===== config.mk =====
export PLATFORM = sky130hd
export DESIGN_NAME = mem_bus_arbiter
export DESIGN_NICKNAME = d
export VERILOG_FILES = /design/src/rtl/mem_bus_arbiter.sv
export SDC_FILE = /design/constraint.sdc
export NUM_CORES = 1
export LEC_CHECK = 0
export CORE_UTILIZATION = 35
export CTS_BUF_LIST = sky130_fd_sc_hd__clkbuf_4 sky130_fd_sc_hd__clkbuf_8 sky130_fd_sc_hd__clkbuf_16
export CTS_CLUSTER_DIAMETER = 80
export CTS_CLUSTER_SIZE = 20
export DETAILED_ROUTE_END_ITERATION = 16
export PLACE_DENSITY_LB_ADDON = 0.05
export SLEW_MARGIN = 5
export SYNTH_ARGS = -nofsm -noshare
export SYNTH_HDL_FRONTEND = slang
export SYNTH_SLANG_ARGS = --single-unit

===== constraint.sdc =====
create_clock -name clk -period 3.3 [get_ports clk]
set_clock_uncertainty 0.05 [all_clocks]
set_input_delay 0.495 -clock clk [delete_from_list [all_inputs] [get_ports clk]]
set_output_delay 0.495 -clock clk [all_outputs]
set_load 0.01 [all_outputs]

===== src/rtl/mem_bus_arbiter.sv =====
// mem_bus_arbiter: shares one two-phase memory bus between the fetch and data ports, with VA->PA mapping.
// Define ARB_RR_EN for round-robin arbitration; the default build gives the data port fixed priority.
module mem_bus_arbiter #(
    parameter int WAIT_MAX = 255
) (
    input  logic        clk,
    input  logic        rst,
    input  logic        inst_req_i,
    input  logic [31:0] inst_addr_i,
    output logic [31:0] inst_rdata_o,
    output logic        inst_ack_o,
    input  logic        data_req_i,
    input  logic        data_we_i,
    input  logic [3:0]  data_sel_i,
    input  logic [31:0] data_addr_i,
    input  logic [31:0] data_wdata_i,
    output logic [31:0] data_rdata_o,
    output logic        data_ack_o,
    output logic        err_o,
    output logic        stallreq_o,
    output logic        bus_req_o,
    output logic        bus_we_o,
    output logic [3:0]  bus_sel_o,
    output logic [31:0] bus_addr_o,
    output logic [31:0] bus_wdata_o,
    output logic        bus_cache_o,
    input  logic        bus_addr_ok_i,
    input  logic        bus_data_ok_i,
    input  logic [31:0] bus_rdata_i
);
    typedef enum logic [1:0] {IDLE, ADDR, DATA} state_t;
    state_t state, state_nx;
    logic owner;
    logic [7:0] cnt;
    logic grant, grant_data, timeout, done, cache;
    logic [31:0] va, pa, rdata_in;
`ifdef ARB_RR_EN
    logic last_grant;
    assign grant_data = data_req_i & ~(inst_req_i & last_grant);
`else
    assign grant_data = data_req_i;
`endif
    // No grant during an ack cycle: the acked requester still holds req until it sees the ack.
    assign grant = (inst_req_i | data_req_i) & ~inst_ack_o & ~data_ack_o;
    assign va = grant_data ? data_addr_i : inst_addr_i;
    assign pa = (va[31:30] == 2'b10) ? {3'b000, va[28:0]} : va;
    assign cache = va[31:29] != 3'b101;
    assign timeout = cnt == 8'(WAIT_MAX - 1);
    assign done = bus_data_ok_i | timeout;
    assign rdata_in = bus_data_ok_i ? bus_rdata_i : 32'h0;
    assign stallreq_o = (inst_req_i & ~inst_ack_o) | (data_req_i & ~data_ack_o);

    always_ff @(posedge clk) state <= rst ? IDLE : state_nx;

    always_comb begin
        state_nx = state;
        case (state)
            IDLE:    state_nx = grant ? ADDR : IDLE;
            ADDR:    state_nx = bus_addr_ok_i ? DATA : ADDR;
            DATA:    state_nx = done ? IDLE : DATA;
            default: state_nx = IDLE;
        endcase
    end

    always_ff @(posedge clk) begin
        if (rst) begin
            bus_req_o    <= 1'b0;
            bus_we_o     <= 1'b0;
            bus_sel_o    <= 4'h0;
            bus_addr_o   <= 32'h0;
            bus_wdata_o  <= 32'h0;
            bus_cache_o  <= 1'b0;
            inst_ack_o   <= 1'b0;
            data_ack_o   <= 1'b0;
            err_o        <= 1'b0;
            inst_rdata_o <= 32'h0;
            data_rdata_o <= 32'h0;
            owner        <= 1'b1;
            cnt          <= 8'h0;
`ifdef ARB_RR_EN
            last_grant   <= 1'b0;
`endif
        end else begin
            inst_ack_o <= 1'b0;
            data_ack_o <= 1'b0;
            err_o      <= 1'b0;
            if (state == IDLE && grant) begin
                owner       <= grant_data;
                bus_req_o   <= 1'b1;
                bus_we_o    <= grant_data & data_we_i;
                bus_sel_o   <= grant_data ? data_sel_i : 4'hF;
                bus_addr_o  <= pa;
                bus_wdata_o <= grant_data ? data_wdata_i : 32'h0;
                bus_cache_o <= cache;
`ifdef ARB_RR_EN
                last_grant  <= grant_data;
`endif
            end
            if (state == ADDR && bus_addr_ok_i) begin
                bus_req_o <= 1'b0;
                cnt       <= 8'h0;
            end
            if (state == DATA) begin
                cnt <= cnt + 8'd1;
                if (done) begin
                    inst_ack_o   <= ~owner;
                    data_ack_o   <= owner;
                    err_o        <= ~bus_data_ok_i;
                    inst_rdata_o <= owner ? inst_rdata_o : rdata_in;
                    data_rdata_o <= owner ? rdata_in : data_rdata_o;
                end
            end
        end
    end
endmodule

# --- After elaboration in Yosys (flattened, before gate mapping) ---
# Index checks and enable logic that the tools add are counted.
totals:
  ff_bits: 149
  word_cells: 53
classes:
  n_bitwise: 14
  n_eq_ne: 5
  add_sub_neg: 1
  muxes: 11
  n_reduce_logical: 8
op_table:
  columns: ["op", "n"]
  rows:
  - ["two-way mux 32 bit", 4]
  - ["two-way mux 8 bit", 2]
  - ["adder 8 x 1 -> 8 bit, second input constant", 1]
  - ["== test 8 bit, second input constant", 1]
  - ["inverter 1 bit", 6]
  - ["one-hot mux 2 bit (3 select lines)", 1]
  - ["AND reduction 3 bit", 2]
  - ["bitwise AND 1 bit", 5]
  - ["== test 2 bit, second input constant", 2]
  - ["two-way mux 2 bit", 2]
  - ["two-way mux 4 bit", 1]
  - ["!= test 3 bit, second input constant", 1]
  - ["bitwise OR 1 bit", 3]
  - ["OR reduction 3 bit", 1]
  - ["== test 2 x 1 -> 1 bit, second input constant", 1]
  - ["logical AND 1 bit", 2]
  - ["logical NOT 2 bit", 1]
  - ["nonzero test 2 bit", 1]
  - ["OR reduction 2 bit", 1]
  - ["two-way mux 1 bit", 1]

# --- Depth between registers and ports, before layout ---
# Gate-level depths: netlist of the first run.
logic_depth:
  depth_word: 5
  ltp_mapped: 7

# --- Least setup slack after synthesis of the first run ---
# No wires, ideal clock.
synth_path:
  path_kind: "input port to flip-flop"
  start: "in data_req_i"
  end: "reg bus_addr_o[21]"
  setup_slack_ns: 1.552
  stages: 6
  arrival_ns: 1.564
  setup_ns: 0.134
  path_cell_list: "clkbuf_1 clkinv_1 a21boi_2 buf_2 buf_2 a211oi_1"
synth_via:
  elab_chain_len: 4
  elab_cells_between_ends: 6
  classes_between: "mux (2); bitwise (3); reduce/logical (1)"
synth_lines:
  columns: ["item", "line", "source"]
  rows:
  - ["from (decl)", "12", "input logic data_req_i,"]
  - ["bitwise OR 1 bit", "44", "assign grant = (inst_req_i | data_req_i) & ~inst_ack_o & ~data_ack_o;"]
  - ["bitwise AND 1 bit (2 in a row)", "44", null]
  - ["logical AND 1 bit", "87", "if (state == IDLE && grant) begin"]
  - ["to (signal assigned)", "92", "bus_addr_o <= pa;"]
  - ["to (decl)", "24", "output logic [31:0] bus_addr_o,"]
# Several ways; a longest one is shown, not always the timed one.
# A chain may end at the register's enable or synchronous reset.

# --- Worst setup path after layout of the first run ---
layout_path:
  start: "in data_req_i"
  end: "out stallreq_o"
layout_via:
  elab_chain_len: 2
layout_lines:
  columns: ["item", "line", "source"]
  rows:
  - ["bitwise AND 1 bit", "51", "assign stallreq_o = (inst_req_i & ~inst_ack_o) | (data_req_i & ~data_ack_o);"]
  - ["bitwise OR 1 bit", "51", null]
  - ["to (decl)", "20", "output logic stallreq_o,"]
# No other way between the ends.

==> results of run 1 <==
-- sequential cells by signal (all words and copies together) (netlist names) --
register      flops
data_rdata_o     32
bus_we_o          1
data_ack_o        1
bus_cache_o       1
err_o             1
cnt               8
bus_sel_o         4
bus_addr_o       32
bus_wdata_o      32
inst_ack_o        1
state             2
inst_rdata_o     32
owner             1
bus_req_o         1
-- power breakdown --
part / switching (mW) / total (mW) / internal [mW]
sequential: 0.0548 / 1.96 / 1.90
clock: 0.742 / 1.97 / 1.23
combinational: 0.355 / 0.774 / 0.420
-- metrics by stage --
stage	cells	setup WS [ps]	util, %	cell area (µm²)	total power, mW
3_5_place_dp	996	711	55.1	8410	2.78
6_report	1028	711	59.1	9020	4.70
5_1_grt	1028	637	59.1	9020	4.90
4_1_cts	1028	706	59.1	9020	4.75
3_3_place_gp	996	729	55.1	8410	2.76
2_1_floorplan	550	1550	-	5490	2.32
-- cells in the mapped netlist --
cell type / instances / area [µm²]
sky130_fd_sc_hd__ha_1: 2 / 25.0
sky130_fd_sc_hd__a41oi_1: 1 / 8.76
sky130_fd_sc_hd__nand3b_1: 1 / 7.51
sky130_fd_sc_hd__or3b_2: 1 / 8.76
sky130_fd_sc_hd__and2_1: 1 / 6.26
sky130_fd_sc_hd__mux2_2: 3 / 33.8
sky130_fd_sc_hd__nor4_1: 1 / 6.26
sky130_fd_sc_hd__nor3_1: 3 / 15.0
sky130_fd_sc_hd__nor2_1: 43 / 161
sky130_fd_sc_hd__o311ai_0: 1 / 8.76
sky130_fd_sc_hd__o31ai_1: 1 / 7.51
sky130_fd_sc_hd__o211ai_1: 1 / 7.51
sky130_fd_sc_hd__mux2i_1: 30 / 300
sky130_fd_sc_hd__a31oi_1: 3 / 18.8
sky130_fd_sc_hd__clkbuf_1: 39 / 146
sky130_fd_sc_hd__o211a_1: 1 / 10.0
sky130_fd_sc_hd__and3_1: 4 / 25.0
sky130_fd_sc_hd__nor2b_1: 4 / 25.0
sky130_fd_sc_hd__clkinv_1: 1 / 3.75
sky130_fd_sc_hd__a21o_1: 1 / 7.51
sky130_fd_sc_hd__a21oi_1: 43 / 215
sky130_fd_sc_hd__nor3b_1: 1 / 7.51
sky130_fd_sc_hd__a21boi_2: 1 / 11.3
sky130_fd_sc_hd__a32o_1: 64 / 641
sky130_fd_sc_hd__nand3_1: 34 / 170
sky130_fd_sc_hd__or4_1: 1 / 7.51
sky130_fd_sc_hd__a311o_1: 1 / 10.0
sky130_fd_sc_hd__o21ai_1: 1 / 5.00
sky130_fd_sc_hd__nor4_4: 1 / 21.3
sky130_fd_sc_hd__o21ai_0: 6 / 30.0
sky130_fd_sc_hd__dfxtp_1: 149 / 2980
sky130_fd_sc_hd__nand2b_1: 2 / 12.5
sky130_fd_sc_hd__inv_1: 5 / 18.8
sky130_fd_sc_hd__o22ai_1: 2 / 12.5
sky130_fd_sc_hd__a211oi_1: 33 / 248
sky130_fd_sc_hd__nand2_1: 47 / 176
sky130_fd_sc_hd__buf_2: 14 / 70.1
sky130_fd_sc_hd__nand4_1: 3 / 18.8
-- path summary, 6_finish.rpt --
path                               start                     endpoint  slack [ps]
max reg2reg          state[1]$_SDFF_PP0_   bus_addr_o[3]$_SDFFE_PP0P_        1120
min reg2reg  bus_wdata_o[8]$_SDFFE_PP0P_  bus_wdata_o[8]$_SDFFE_PP0P_         400
max                           data_req_i                   stallreq_o         710
min                        bus_data_ok_i             err_o$_SDFF_PP0_         360
-- layer usage --
layer  track usage (%)  vias to the layer above  share of wire, %
met2              36.7                      199                50
met5                 0                        -                 0
met3              6.28                       19               7.7
li1                  -                     2553                 -
met4              8.68                        0               1.8
met1              23.3                     2513                41
-- cell type report --
class	count	area [µm²]
clock inverter	12	154
timing repair buffer	288	2850
clock buffer	20	454
multi-input combinational	342	2290
fill	1312	6240
sequential	149	2980
inverter	6	22.5
tap	211	264
-- logic make-up after synthesis --
kind of cell,Yosys count,share of synthesized area [%]
adder cells (fa/ha/maj),2,0.456
flip-flops,149,54.3
AND/OR/NAND/NOR,147,12.2
multiplexers,33,6.08
buffers and inverters,59,4.35
AO/OA/AOI/OAI,160,22.6
-- worst max-delay path, delay by kind of cell --
kind | cells | cell delay, ps
buffers and inverters | 3 | 1350
AO/OA/AOI/OAI | 1 | 200
==> flow_summary.rst, run 1 <==
.. list-table::
   :header-rows: 1

   * - Metric
     - Value
   * - Leakage power
     - approximately 3.3 nW
   * - Antenna cells
     - 0
   * - Final RePlAce weighted congestion
     - 0.725
   * - Via count of the routed design
     - 5284
   * - Number of sinks on the clock net
     - about 150
   * - F_max
     - between 0.3 and 0.4 GHz
   * - Count of unresolved DRC violations after routing
     - 0
   * - Setup Crit Path Kind
     - in2out
   * - CTS tree
     - built
   * - Cells on worst reg2reg path
     - 6
   * - Core Rows
     - 45
   * - IO Pins
     - approximately 280
   * - Hold violation total from the final report
     - 0
   * - WHS Path Cells
     - 3
   * - Power density of the placed cells
     - roughly 520 nW/µm²
   * - Synth Register Bits
     - about 150
   * - Clock Latency Late Sink
     - slightly above 400 ps
   * - Crit path DAT
     - 2040 ps
   * - Number of setup buffers added after CTS
     - 0
   * - Average routed wire per standard cell
     - approximately 17 µm
   * - Cell variety after synth
     - 38
   * - Critical Path Fanout Max
     - 17
   * - Maximum capacitance violations
     - 0
   * - Number of antenna violations at the first check in global routing
     - 0
   * - 1st-pass router iterations
     - 4
   * - Clock root buffer master
     - sky130_fd_sc_hd__clkbuf_16
   * - Peak supply drop
     - around 0.33 mV
   * - Die Span Y
     - approximately 130 µm
   * - Crit-path max cell delay
     - around 580 ps
   * - Starting utilization of the core area
     - between 30% and 40%
   * - Combined area of all synthesized cells
     - about 5500 µm²
   * - Leading cell type in the layout, fill and taps excluded
     - sky130_fd_sc_hd__clkdlybuf4s50_1
   * - Number of buffers added by the clock tree synthesis step
     - 17
   * - Final antenna-violating net count
     - 0
   * - Global-route wire length before repair
     - roughly 26000 µm
   * - Clock period minus final worst setup slack
     - 2590 ps
   * - Worst setup EP type
     - primary output
   * - RSZ-0062 raised after global routing
     - false
   * - Run status
     - complete, no violations
   * - Area enclosed by the die boundary
     - about 16000 µm²
   * - Critical path startpoint category
     - input pin
   * - Worst Hold Slack
     - 364 ps
   * - Clock-pin slew on the worst setup and hold paths
     - ~60 ps
   * - Total Negative Setup Slacks
     - 0 ps
   * - Worst EP required
     - 2750 ps
   * - Total half-perimeter wirelength after legalization and detailed placement
     - 11800 µm
   * - Count of hold buffers inserted by post-cts repair
     - 0
   * - Starting DRC count in detailed routing
     - a little under 300
   * - Synth Area per Inst
     - about 10 µm²
   * - Worst path cell trace
     - buf_2 > clkinv_1 > o22ai_1 > clkdlybuf4s50_1
   * - Overall overflow remaining after global route
     - 0
   * - Actual transition at the worst max-transition pin
     - around 660 ps
   * - Total global routing track utilization
     - between 20% and 30%
   * - Hold Path Class
     - in2reg
   * - Number of global-route vias before repair
     - about 5200
   * - Aggregate routed wire length
     - 17000 µm
   * - Drt via density
     - between 5 and 6
   * - Post-synth net total
     - about 690
   * - Final slew viol count
     - 0
   * - Number of warnings reported in the yosys synthesis log
     - 0
   * - Area Growth Syn to Fin
     - 64.2%
   * - Core area
     - 15300 µm²
   * - Top library cells by usage in the layout, fill and taps aside
     - 274 x sky130_fd_sc_hd__clkdlybuf4s50_1, 149 x sky130_fd_sc_hd__dfxtp_1, 64 x sky130_fd_sc_hd__a32o_1
   * - Fraction of layout instances using a drive strength above 1
     - under 10%
   * - Share of the yosys chip area belonging to registers
     - between 50% and 60%
   * - X dimension of the die
     - 127 µm
   * - Period utilisation layout
     - 78.5%
   * - Worst rel slew slack
     - 55.8%
   * - Final setup viols
     - 0
   * - CTS max path bufs
     - 2
   * - Total of cells resized after clock tree synthesis
     - 0
   * - Critical-path top delay cell
     - sky130_fd_sc_hd__clkdlybuf4s50_1
   * - Count of port buffers added during placement
     - between 200 and 300
   * - Final net count
     - between 900 and 1000
   * - Maximum number of pins on one net before global-route repair
     - 66
   * - Mapped Cells
     - 550
   * - Total number of H-tree levels
     - 4
No activity file was read; power rests on OpenSTA's default activity.
==> inputs of run 2 (changes only) <==
clock period = 2.67 ns   (was 3.3 ns; I/O delays follow)
==> run 2 against run 1 <==
Compared with the run above: wire length down 0.26%; critical path depth is the same; sequential power is 23% higher; register-to-register slack lost 300 ps; die area unchanged; via count is 1.0% lower; largest power group is now sequential cells; highest routed layer unchanged.
==> flow_summary.rst, run 2 (synthesis results as in run 1) <==
.. list-table::
   :header-rows: 1

   * - Metric
     - Value
   * - Starting utilization of the core area
     - a little over a third
   * - Clock root buffer master
     - sky130_fd_sc_hd__clkbuf_16
   * - Total number of H-tree levels
     - 4
   * - Area enclosed by the die boundary
     - roughly 16000 µm²
   * - Antenna cells
     - 0
   * - Total Negative Setup Slacks
     - 0 ps
   * - Aggregate routed wire length
     - about 17000 µm
   * - Count of hold buffers inserted by post-cts repair
     - 0
   * - Average routed wire per standard cell
     - approximately 17 µm
   * - Maximum capacitance violations
     - 0
   * - Worst setup EP type
     - primary output
   * - Fraction of layout instances using a drive strength above 1
     - 6.72%
   * - Count of unresolved DRC violations after routing
     - 0
   * - Core area
     - about 15000 µm²
   * - Drt via density
     - just over 5
   * - Total of cells resized after clock tree synthesis
     - 0
   * - Leakage power
     - 3.28 nW
   * - Actual transition at the worst max-transition pin
     - between 600 and 700 ps
   * - Starting DRC count in detailed routing
     - approximately 320
   * - Number of global-route vias before repair
     - approximately 5300
   * - Clock-pin slew on the worst setup and hold paths
     - approximately 60 ps
   * - Critical Path Fanout Max
     - 2
   * - Run status
     - complete, no violations
   * - Hold violation total from the final report
     - 0
   * - X dimension of the die
     - approximately 130 µm
   * - CTS max path bufs
     - 2
   * - Clock period minus final worst setup slack
     - ~2200 ps
   * - F_max
     - approximately 0.46 GHz
   * - Count of port buffers added during placement
     - ~280
   * - Core Rows
     - 45
   * - Number of sinks on the clock net
     - 149
   * - RSZ-0062 raised after global routing
     - false
   * - Final setup viols
     - 0
   * - Setup Crit Path Kind
     - in2out
   * - 1st-pass router iterations
     - 4
   * - Power consumption
     - 5.53 mW
   * - IO Pins
     - 278
   * - Hold Path Class
     - in2reg
   * - Peak supply drop
     - 0.408 mV
   * - Critical path startpoint category
     - input pin
   * - Total global routing track utilization
     - between 20% and 30%
   * - Top library cells by usage in the layout, fill and taps aside
     - 274 x sky130_fd_sc_hd__clkdlybuf4s50_1, 149 x sky130_fd_sc_hd__dfxtp_1, 64 x sky130_fd_sc_hd__a32o_1
   * - Die Span Y
     - approximately 130 µm
   * - Final RePlAce weighted congestion
     - around 0.73
   * - Worst rel slew slack
     - about 56%
   * - Number of antenna violations at the first check in global routing
     - 0
   * - Final slew viol count
     - 0
   * - Worst EP required
     - ~2200 ps
   * - Final net count
     - 947
   * - Number of setup buffers added after CTS
     - 0
   * - Leading cell type in the layout, fill and taps excluded
     - sky130_fd_sc_hd__clkdlybuf4s50_1
   * - Clock Latency Late Sink
     - between 400 and 500 ps
   * - Via count of the routed design
     - 5231
   * - Total half-perimeter wirelength after legalization and detailed placement
     - 12000 µm
   * - Global-route wire length before repair
     - between 20000 and 30000 µm
   * - Area Growth Syn to Fin
     - 63.2%
   * - WHS Path Cells
     - 3
   * - Crit path DAT
     - between 1500 and 2000 ps
   * - Maximum number of pins on one net before global-route repair
     - 70
   * - Power density of the placed cells
     - a little over 600 nW/µm²
   * - Final antenna-violating net count
     - 0
   * - Period utilisation layout
     - about four fifths
   * - Cells on worst reg2reg path
     - 4
   * - Overall overflow remaining after global route
     - 0
   * - CTS tree
     - built
   * - Number of buffers added by the clock tree synthesis step
     - 17
-- run 2: changes by cell type in the layout (fill, tap and decap cells not counted) --
cell and change:
sky130_fd_sc_hd__clkinvlp_4 +1, sky130_fd_sc_hd__clkbuf_8 +1, sky130_fd_sc_hd__clkbuf_4 -1, sky130_fd_sc_hd__bufinv_16 -3, sky130_fd_sc_hd__buf_4 +2, sky130_fd_sc_hd__clkinv_4 +1
-- run 2: worst paths after layout --
kind / from / end / slack [ps]
worst min register to register: bus_wdata_o[1]$_SDFFE_PP0P_ / bus_wdata_o[1]$_SDFFE_PP0P_ / 400
worst max register to register: state[1]$_SDFF_PP0_ / data_rdata_o[6]$_SDFFE_PP0P_ / 820
worst min-delay path: bus_data_ok_i / err_o$_SDFF_PP0_ / 290
worst max-delay path: inst_req_i / stallreq_o / 510
-- run 2: area by class of cell --
class | instances | area, µm²
well taps | 211 | 264
fillers | 1305 | 6290
repair buffers | 290 | 2870
inverters | 6 | 22.5
flip-flops and latches | 149 | 2980
multi-input cells | 342 | 2290
clock buffers | 20 | 460
clock inverters | 11 | 80.1
-- run 2: report_power, final --
part	total (mW)	switching (mW)	internal, mW	leakage (nW)
clock	2.15	0.905	1.24	0.258
sequential	2.42	0.0674	2.35	1.22
combinational	0.962	0.439	0.522	1.80
-- run 2: metal layers --
metal  GRT usage [%]  vias to the layer above  part of all wire [%]
met5               0                        -                     0
met4            9.31                        0                   2.5
met3            6.53                       23                   7.2
met2            37.5                      195                    50
met1            23.6                     2456                    41
li1                -                     2557                     -
-- run 2: per-stage QoR --
stage | instance area (µm²) | instances | hold slack (ps) | util [%] | setup slack, ps
after floorplan | 5490 | 550 | 406 | - | 1010
final | 8960 | 1029 | 285 | 58.7 | 511
after detailed placement | 8420 | 998 | 394 | 55.2 | 515
after global routing | 8960 | 1029 | 278 | 58.7 | 465
after CTS | 8960 | 1029 | 268 | 58.7 | 509
after global placement | 8420 | 998 | 389 | 55.2 | 509
-- run 2: critical path, stage by stage --
cell	delay, ps
sky130_fd_sc_hd__clkdlybuf4s50_1	490
sky130_fd_sc_hd__inv_1	90
sky130_fd_sc_hd__o22ai_1	160
sky130_fd_sc_hd__clkdlybuf4s50_1	560
==> inputs of run 3 (changes only) <==
clock period = 2 ns   (was 2.67 ns; I/O delays follow)
==> run 3 against run 2 <==
Compared with the run above: power increased by 43%; clock-buffer cell count grew 2; sequential power increased by 33%; via count up 0.97%; cell count up 0.87%; combinational power increased by 37%; global-route usage shrank 0.75 points; final area up 2.6%; register-to-register slack worse by 560 ps; critical path depth decreased by 3; die area is the same; critical path type is now reg2out; highest routed layer unchanged.
==> flow_summary.rst, run 3 (synthesis results as in run 1) <==
.. list-table::
   :header-rows: 1

   * - Metric
     - Value
   * - Register-to-register path setup slack
     - about 260 ps
   * - Total number of H-tree levels
     - 4
   * - Number of sinks on the clock net
     - 149
   * - Worst setup EP type
     - primary output
   * - Critical-path top delay cell
     - sky130_fd_sc_hd__clkdlybuf4s50_1
   * - Final antenna-violating net count
     - 0
   * - Global-route wire length before repair
     - between 20000 and 30000 µm
   * - Fill cell total of the finished layout
     - between 1000 and 1500
   * - Area Growth Syn to Fin
     - 67.4%
   * - Beginning of the worst register-to-register path
     - cnt[1]$_SDFFE_PP0P_
   * - Total global routing track utilization
     - roughly 20%
   * - CTS tree
     - built
   * - Destination of the critical timing path
     - inst_ack_o
   * - Final setup viols
     - 0
   * - Crit-path max cell delay
     - between 500 and 600 ps
   * - Endpoint of the most critical register-to-register path
     - data_rdata_o[21]$_SDFFE_PP0P_
   * - Final net count
     - between 900 and 1000
   * - Final slew viol count
     - 0
   * - Number of instances in the placed design
     - about 1000
   * - Post-route non-filler standard cell count
     - 1038
   * - Switching Share
     - about 24%
   * - Drt via density
     - around 5
   * - Area post-placement
     - between 8000 and 9000 µm²
   * - Period utilisation layout
     - between 80 and 90%
   * - Clock root buffer master
     - sky130_fd_sc_hd__clkbuf_16
   * - Crit path buffers/inverters
     - 1
   * - Power density of the placed cells
     - about 860 nW/µm²
   * - CP startpoint
     - inst_ack_o$_SDFF_PP0_
   * - Aggregate routed wire length
     - 16800 µm
   * - Count of hold buffers inserted by post-cts repair
     - 0
   * - Count of port buffers added during placement
     - 277
   * - Total Negative Setup Slacks
     - 0 ps
   * - P_int
     - roughly 6 mW
   * - Number of global-route vias before repair
     - slightly above 5000
   * - Area enclosed by the die boundary
     - 16200 µm²
   * - IO Pins
     - about 280
   * - Critical path startpoint category
     - flop
   * - Count of unresolved DRC violations after routing
     - 0
   * - Maximum number of pins on one net before global-route repair
     - between 60 and 70
   * - Number of antenna violations at the first check in global routing
     - 0
   * - Average routed wire per standard cell
     - 16.2 µm
   * - FF/Latch Area
     - just under 3000 µm²
   * - Crit path DAT
     - 1440 ps
   * - Cells on worst reg2reg path
     - 6
   * - Area of the multi-input gates
     - between 2000 and 2500 µm²
   * - Part of the total power dissipated in combinational logic
     - between 15 and 20%
   * - Top library cells by usage in the layout, fill and taps aside
     - 273 x sky130_fd_sc_hd__clkdlybuf4s50_1, 149 x sky130_fd_sc_hd__dfxtp_1, 64 x sky130_fd_sc_hd__a32o_1
   * - Clock-pin slew on the worst setup and hold paths
     - 60 ps
   * - Actual transition at the worst max-transition pin
     - around 660 ps
   * - Sequential power share
     - 40.9%
   * - CTS max path bufs
     - 2
   * - Setup Crit Path Kind
     - reg2out
   * - Via count of the routed design
     - 5282
   * - Number of setup buffers added after CTS
     - 0
   * - Non-Filler Cell Area, Final
     - 9190 µm²
   * - Core area
     - 15300 µm²
   * - Leakage power
     - 3.39 nW
   * - X dimension of the die
     - approximately 130 µm
   * - Post-Place Setup Slack
     - a little over 40 ps
   * - Power share of the clock group
     - between 40% and 50%
   * - Worst rel slew slack
     - a little under three fifths
   * - Total half-perimeter wirelength after legalization and detailed placement
     - 11900 µm
   * - Die Span Y
     - between 100 and 150 µm
   * - Hold Path Class
     - in2reg
   * - Final RePlAce weighted congestion
     - around 0.76
   * - Hold violation total from the final report
     - 0
   * - Starting utilization of the core area
     - between 30% and 40%
   * - Core Rows
     - 45
   * - Worst path setup slack after routing
     - 208 ps
   * - Switching power summed over all nets
     - between 1.5 and 2 mW
   * - Critical Path Fanout Max
     - 3
   * - Maximum capacitance violations
     - 0
   * - Dominant delay contributor by cell family on the critical path
     - buffers and inverters
   * - Number of buffers added by the clock tree synthesis step
     - 17
   * - Levels on crit path
     - 1
   * - Antenna cells
     - 0
   * - Fraction of layout instances using a drive strength above 1
     - about 7.7%
   * - Leading cell type in the layout, fill and taps excluded
     - sky130_fd_sc_hd__clkdlybuf4s50_1
   * - Worst path cell trace
     - clkdlybuf4s50_1
   * - Worst EP required
     - 1650 ps
   * - RSZ-0062 raised after global routing
     - false
   * - Total of cells resized after clock tree synthesis
     - 0
   * - F_max
     - around 0.56 GHz
   * - Overall overflow remaining after global route
     - 0
   * - 1st-pass router iterations
     - 4
   * - Clock Latency Late Sink
     - roughly 400 ps
   * - Starting DRC count in detailed routing
     - 283
   * - Run status
     - complete, no violations
   * - Clock period minus final worst setup slack
     - 1790 ps
   * - Peak supply drop
     - around 0.48 mV
[run 3: changes by cell type in the layout (fill, tap and decap cells not counted), sizes merged]
| cell | delta |
|---|---|
| clkinv | -2 |
| clkinvlp | -2 |
| clkbuf | +2 |
| clkdlybuf4s50 | -1 |
| dlymetal6s2s | +1 |
| bufinv | +3 |
| buf | +8 |
[run 3: worst min path at each step]
stage	start	slack, ps	depth (start not counted)	to
2_1_floorplan	rst	390	2	owner$_SDFFE_PP1P_
3_3_place_gp	bus_wdata_o[3]$_SDFFE_PP0P_	390	2	bus_wdata_o[3]$_SDFFE_PP0P_
3_5_place_dp	bus_wdata_o[31]$_SDFFE_PP0P_	390	2	bus_wdata_o[31]$_SDFFE_PP0P_
4_1_cts	rst	140	2	state[1]$_SDFF_PP0_
5_1_grt	rst	170	2	state[1]$_SDFF_PP0_
6_report	rst	150	2	state[1]$_SDFF_PP0_
[run 3: stage by stage]
stage               hold slack [ps]  util [%]  total power, mW
floorplan                       390         -             3.83
global placement                388      56.1             4.59
detailed placement              394      56.1             4.62
CTS                             139      60.2             7.97
global route                    166      60.3             8.23
finish                          149      60.3             7.89
[run 3: area by class of cell]
class,count,share of cell area (%)
clock buffers,22,5.31
clock inverters,10,1.58
well taps,211,2.87
inverters,6,0.245
repair buffers,298,32.7
flip-flops and latches,149,32.4
multi-input cells,342,24.9
[run 3: power groups by stage]
stage	registers [mW]	clock network (mW)	logic, mW
after floorplan	3.36	0	0.468
after global placement	3.29	0	1.30
after detailed placement	3.30	0	1.32
after CTS	3.23	3.41	1.33
after global routing	3.25	3.57	1.42
final	3.23	3.34	1.32
[run 3: per-layer routing]
metal	vias to the layer above	part of all wire (%)	track usage, %	wire [µm]
met2	170	50	36.4	8380
met5	-	0	0	0
li1	2589	-	-	-
met3	23	6.7	6.91	1130
met4	0	2.1	7.14	357
met1	2500	41	23.0	6950
